`config.mk`:
```
export PLATFORM = sky130hd
export DESIGN_NAME = pc_gen
export DESIGN_NICKNAME = d
export VERILOG_FILES = /design/src/rtl/pc_gen.sv
export SDC_FILE = /design/constraint.sdc
export NUM_CORES = 1
export LEC_CHECK = 0
export CAP_MARGIN = 20
export CORE_AREA = 2 2 289 291
export DETAILED_ROUTE_END_ITERATION = 10
export DIE_AREA = 0 0 291 293
export DONT_BUFFER_PORTS = 1
export GPL_ROUTABILITY_DRIVEN = 0
export PLACE_DENSITY = 0.66
export SLEW_MARGIN = 20
export SYNTH_ARGS = -nofsm -noshare
export SYNTH_HDL_FRONTEND = slang
export SYNTH_SLANG_ARGS = --single-unit
```
`constraint.sdc`:
```
create_clock -name clk -period 6.4 [get_ports clk]
set_input_delay 0.32 -clock clk [delete_from_list [all_inputs] [get_ports clk]]
set_output_delay 0.32 -clock clk [all_outputs]
set_load 0.005 [all_outputs]
```
`src/rtl/pc_gen.sv`:
```
// rtl/pc_gen.sv - IF-stage program counter with a direct-mapped BTB and 2-bit counters
module pc_gen #(
    parameter int              XLEN         = 32,
    parameter logic [XLEN-1:0] RESET_VECTOR = '0,
    parameter int              BTB_ENTRIES  = 16
) (
    input  logic            clk,
    input  logic            reset,
    input  logic            stall,
    input  logic            redirect_valid,
    input  logic [XLEN-1:0] redirect_pc,
    input  logic            upd_valid,
    input  logic [XLEN-1:0] upd_pc,
    input  logic [XLEN-1:0] upd_target,
    input  logic            upd_taken,
    output logic [XLEN-1:0] pc_out,
    output logic            pc_valid,
    output logic            pred_taken,
    output logic [XLEN-1:0] pred_target,
    output logic            misalign
);

    localparam int IDX_W = $clog2(BTB_ENTRIES);
    localparam int TAG_W = XLEN - IDX_W - 2;
    localparam logic [XLEN-1:0] PC_STEP = XLEN'(4);

    // BTB storage; only the valid bits need a reset value
    logic [BTB_ENTRIES-1:0] valid_q;
    logic [TAG_W-1:0]       tag_q    [BTB_ENTRIES];
    logic [XLEN-1:0]        target_q [BTB_ENTRIES];
    logic [1:0]             ctr_q    [BTB_ENTRIES];

    logic [IDX_W-1:0] idx;
    logic [TAG_W-1:0] tag;
    logic [IDX_W-1:0] upd_idx;
    logic [TAG_W-1:0] upd_tag;
    logic             hit;
    logic             upd_hit;

    assign idx     = pc_out[IDX_W+1:2];
    assign tag     = pc_out[XLEN-1:IDX_W+2];
    assign upd_idx = upd_pc[IDX_W+1:2];
    assign upd_tag = upd_pc[XLEN-1:IDX_W+2];

    // Lookup reads the pre-update contents, so training is visible one cycle later
    assign hit         = valid_q[idx] && (tag_q[idx] == tag);
    assign upd_hit     = valid_q[upd_idx] && (tag_q[upd_idx] == upd_tag);
    assign pred_taken  = pc_valid && hit && ctr_q[idx][1];
    assign pred_target = target_q[idx];

    // Fetch address sequencing: redirect > stall > predicted-taken > sequential
    always_ff @(posedge clk) begin
        if (reset) begin
            pc_out   <= RESET_VECTOR;
            pc_valid <= 1'b0;
            misalign <= 1'b0;
        end else begin
            pc_valid <= 1'b1;
            if (redirect_valid) begin
                pc_out   <= {redirect_pc[XLEN-1:2], 2'b00};
                misalign <= |redirect_pc[1:0];
            end else if (stall) begin
                pc_out   <= pc_out;
                misalign <= misalign;
            end else if (pred_taken) begin
                pc_out   <= pred_target;
                misalign <= 1'b0;
            end else begin
                pc_out   <= pc_out + PC_STEP;
                misalign <= 1'b0;
            end
        end
    end

    // BTB training from resolved branches; independent of stall and redirect
    always_ff @(posedge clk) begin
        if (reset) begin
            valid_q <= '0;
        end else if (upd_valid) begin
            if (upd_hit) begin
                if (upd_taken) begin
                    if (ctr_q[upd_idx] != 2'd3) begin
                        ctr_q[upd_idx] <= ctr_q[upd_idx] + 2'd1;
                    end
                    target_q[upd_idx] <= upd_target;
                end else if (ctr_q[upd_idx] != 2'd0) begin
                    ctr_q[upd_idx] <= ctr_q[upd_idx] - 2'd1;
                end
            end else if (upd_taken) begin
                valid_q[upd_idx]  <= 1'b1;
                tag_q[upd_idx]    <= upd_tag;
                target_q[upd_idx] <= upd_target;
                ctr_q[upd_idx]    <= 2'd2;
            end
        end
    end

endmodule

```
==> results of run 1 <==
[Yosys cell counts (20+ instances only)]
master    count  area [um2]
edfxtp_1    960       28800
mux4_2      353        7950
mux2i_1     143        1430
nor2_1       95         357
clkbuf_1     68         255
nand2_1      65         244
dfxtp_1      54        1080
buf_2        52         260
a21oi_1      37         185
o21ai_0      37         185
xnor2_1      34         298
nand3_1      31         155
xor2_1       30         263
nor4_1       22         138
buf_4        20         150
[worst paths after layout]
kind         cells after the start  slack, ps      startpoint     endpoint
max                             11        850            flop   pc_out[14]
min                              3         30  redirect_valid   pc_out[12]
max reg2reg                     11        850            flop   pc_out[14]
min reg2reg                      1        480     valid_q[12]  valid_q[12]
[timing repair]
item / CTS / global route
hold buffers: 98 / 1
buffers inserted: 0 / 0
hold endpoints to repair: 967 / 1
[layout make-up]
class	instances	share of cell area [%]
inverter	22	0.169
sequential	1014	59.4
timing repair buffer	165	3.09
clock buffer	131	5.39
tap	1070	2.66
clock inverter	59	1.25
multi-input combinational	1162	28.0
antenna	3	0.0149
[worst min-delay path: stages]
cell	delay, ps
buf_12	150
nand3_1	100
o31ai_1	70
[metrics by stage]
| step | total power (uW) | worst slack [ps] |
|---|---|---|
| 2_1_floorplan | 8310 | 2050 |
| 3_3_place_gp | 8580 | 1390 |
| 3_5_place_dp | 8590 | 1350 |
| 4_1_cts | 14600 | 928 |
| 5_1_grt | 14900 | 617 |
| 6_report | 14500 | 853 |
[cell families after synthesis]
group | synth area share (%)
multiplexers | 21.8
buffers and inverters | 2.10
XOR/XNOR | 1.25
AO/OA/AOI/OAI | 3.45
adder cells (fa/ha/maj) | 0.0280
AND/OR/NAND/NOR | 4.51
flip-flops | 66.9
[per-layer routing]
metal	vias to the layer above	GRT usage [%]
met5	-	0
met4	14	9.97
met3	254	8.25
met2	1435	47.9
met1	13200	39.9
li1	10200	-
[flip-flops by register name, summed over array words and instances, names as in the netlist, named ones only]
register and cells:
target_q 512, tag_q 416, ctr_q 32, pc_out 30, valid_q 16, misalign 1
pc_valid 1
[power by group]
group          internal, uW  switching (uW)
Combinational           525             643
Clock                  3380            2570
Sequential             7320             116
Total                 11200            3330
==> run metrics, run 1 <==
outcome finished, final reports clean; max_cap viols 0; CP Buf/Inv Count 2; Worst Tran Pin Value 1150 ps; initial antenna violation count 10; cell area after synthesis 44,700 um2; Slew HR 23.2%; Finished Cell Area 50,400 um2; leakage 0.0157 uW; peak supply drop 276 uV; crit path cell chain buf_4 > mux4_2 > mux2i_1 > or3_1 > o2111ai_1 > nor4_1 > nand4b_1 > or3_4 > or3b_1 > a311oi_1 > dlygate4sd3_1; First-pass DRT Iterations 6; Post-Syn Instances 2,364; WHS 25.2 ps; Worst setup EP type flop; FP Rows 105; die width 291 um; routed metal-1 wire length 47,500 um; I/O pin total 169; crit path time final 5550 ps; post-route insts no fill 3,626; post-synthesis sequential area ratio 66.9%; # DRC 0; Filler Cell Count 5,789; DRT antenna net count 0; clk slew on worst S/H paths 60 ps; final design utilization 61.6%; area of placed instances 46,000 um2; CP top delay family simple AND/OR/NAND/NOR gates; CTS tree built; final wirelength 127,000 um; Area growth syn-to-layout 12.6%; WP data required 7030 ps; Final Setup Violations 0; multi-input logic area 14,100 um2; EDFF count, synth 960; Core Region 81,800 um2; most frequent cells in the layout 960 x edfxtp_1, 353 x mux4_2, 143 x mux2i_1; Hold Path Class in -> reg; First DRT Iteration DRCs 3,067; Synth async-reset ratio 0%; commonest non-fill, non-tap cell in the layout edfxtp_1; Cell variety after synth 78; first-pass GRT wire length 181,000 um; via count 25,000; CP max stage cell dfxtp_4; CTS Buf Count 103; placed insts 3,334; final setup TNS 0 ps; period utilization 86.7%; H-tree depth 3; port bufs 0; PD cells 289 nW/um2; Sink Count 1,014; Hold Violations, Final 0; RSZ-0062 raised after global routing no; Startpoint Class flop; vias per cell 6.90; Clock Tree Buf Depth 3; share of cells above drive strength 1 24.2%; Critical Path AT 6180 ps; FMAX 180 MHz; Mapped Avg Cell Area 18.9 um2; vias in the first global route 25,200; Synth Flop Type edfxtp_1; dpl hpwl 75,200 um; GRT overflow 0; YS warnings 0; later-pin clock latency in the skew report 690 ps; Post-Syn Nets 2,467; nets@finish 2,571; Pins Over Slew Limit 0; WL/cell 35.0 um; largest net degree at the start of global routing 125; register area 29,900 um2; die area 85,300 um2; clk root buf clkbuf_16; Met2 Wirelength 61,300 um; Die Ht 293 um; Max stage delay on crit path 990 ps; highest metal used met5; met3 routed WL 13,700 um; Total GRT Usage 29.8%; Resize count post-CTS 0; Setup Crit Path Kind reg -> reg; Starting Density 54.6%; Worst Path Max Fanout 47; Seq cells post-synth 1,014; final clock skew 46.7 ps
Note: power is estimated with default switching activity, not from simulation.
==> run 2, diff against run 1 <==
==> constraint.sdc (replaced) <==
create_clock -name clk -period 5.4 [get_ports clk]
set_input_delay 0.27 -clock clk [delete_from_list [all_inputs] [get_ports clk]]
set_output_delay 0.27 -clock clk [all_outputs]
set_load 0.005 [all_outputs]
==> run metrics, run 2 (synthesis results as in run 1) <==
share of cells above drive strength 1 24.5%; Starting Density 54.6%; First-pass DRT Iterations 5; most frequent cells in the layout 960 x edfxtp_1, 353 x mux4_2, 143 x mux2i_1; initial antenna violation count 16; Worst Path Max Fanout 40; leakage 0.0158 uW; final clock skew 60.0 ps; final design utilization 61.8%; CTS tree built; die area 85,300 um2; Top reg by flops target_q; DRT antenna net count 0; nets@finish 2,590; Top Registers target_q x512, tag_q x416, ctr_q x32; RSZ-0062 raised after global routing no; met3 routed WL 13,600 um; # DRC 0; largest net degree at the start of global routing 125; die width 291 um; first-pass GRT wire length 183,000 um; Startpoint Class flop; peak supply drop 328 uV; HP Start stall; WL/cell 34.8 um; Hold Path Sink pc_out[18]; Worst setup EP type flop; Total GRT Usage 30.1%; I/O pin total 169; Resize count post-CTS 0; Core Region 81,800 um2; Hold Path Class in -> reg; max_cap viols 0; CTS Buf Count 101; Final Setup Violations 0; highest metal used met5; reg-to-reg slack, setup 210 ps; clk root buf clkbuf_16; FP Rows 105; Worst Tran Pin Value 1050 ps; final setup TNS 0 ps; max FFs per register 512; PD cells 339 nW/um2; RR Endpoint pc_out[26]; Critical Path AT 5810 ps; clk slew on worst S/H paths 60 ps; later-pin clock latency in the skew report 710 ps; routed metal-1 wire length 46,500 um; Setup Crit Path Kind reg -> reg; Area growth syn-to-layout 13.0%; commonest non-fill, non-tap cell in the layout edfxtp_1; final wirelength 127,000 um; Met2 Wirelength 61,100 um; period utilization 96.1%; crit path time final 5190 ps; dpl hpwl 76,000 um; R2R depth 10; Pins Over Slew Limit 0; vias in the first global route 25,600; hold-critical path depth 4; H-tree depth 3; Clock Tree Buf Depth 3; FMAX 193 MHz; Hold Violations, Final 0; Slew HR 29.5%; via count 25,000; WP data required 6030 ps; First DRT Iteration DRCs 2,928; Die Ht 293 um; vias per cell 6.87; port bufs 0; outcome finished, final reports clean; GRT overflow 0; Sink Count 1,014
==> run 2: cell types whose count changed in the layout (fill, tap and decap cells not counted), moves of 3 or more <==
cell / change
buf_12: +3
buf_4: +11
clkbuf_1: -3
clkinv_1: -5
diode_2: +7
dlygate4sd3_1: +7
==> run 2: what timing repair did <==
action	CTS	global route
endpoints found under the hold margin	976	0
buffers inserted	0	0
hold buffers	106	0
==> run 2: cell type report <==
class	instances	area, um2
fillers	5714	31300
flip-flops and latches	1014	29900
multi-input cells	1162	14100
clock buffers	126	2650
repair buffers	186	1780
well taps	1070	1340
clock inverters	54	612
inverters	22	85.1
diodes	10	25.0
==> run 2: critical path: stages, from the launching register on <==
cell and delay [ps]:
dfxtp_2 960, inv_4 470, mux2i_1 230, mux2i_1 370, xnor2_1 170, nand4_1 250, or3_1 600, or3_4 680
or3b_1 470, a311oi_2 270, dlygate4sd3_1 580
==> run 2: worst max path at each step <==
stage	startpoint	to	slack, ps	cells after the start
2_1_floorplan	upd_pc[2]	tag_q[0][0]	1100	11
3_3_place_gp	flop	pc_out[14]	940	9
3_5_place_dp	flop	pc_out[14]	860	9
4_1_cts	flop	pc_out[26]	320	10
5_1_grt	flop	pc_out[9]	110	11
6_report	flop	pc_out[26]	210	10
==> run 2: layer usage <==
layer	up-vias	track usage, %
met1	13100	39.4
li1	10200	-
met2	1467	48.0
met5	-	0
met3	311	8.31
met4	12	12.9
==> run 2: through the flow <==
stage / cells / hold slack (ps) / power (uW) / worst slack [ps] / instance area (um2)
final: 3644 / 15.8 / 17100 / 212 / 50500
after global routing: 3640 / 33.2 / 17600 / 110 / 50500
after floorplan: 2364 / 369 / 9850 / 1100 / 44700
after global placement: 3347 / 364 / 10200 / 937 / 46100
after CTS: 3634 / 6.30 / 17200 / 323 / 50500
after detailed placement: 3348 / 366 / 10200 / 860 / 46200
==> run 2: report_power, final <==
part / total (uW) / switching [uW] / internal, uW
combinational: 1410 / 776 / 639
sequential: 8800 / 121 / 8680
clock: 6930 / 3010 / 3930
total: 17100 / 3910 / 13200
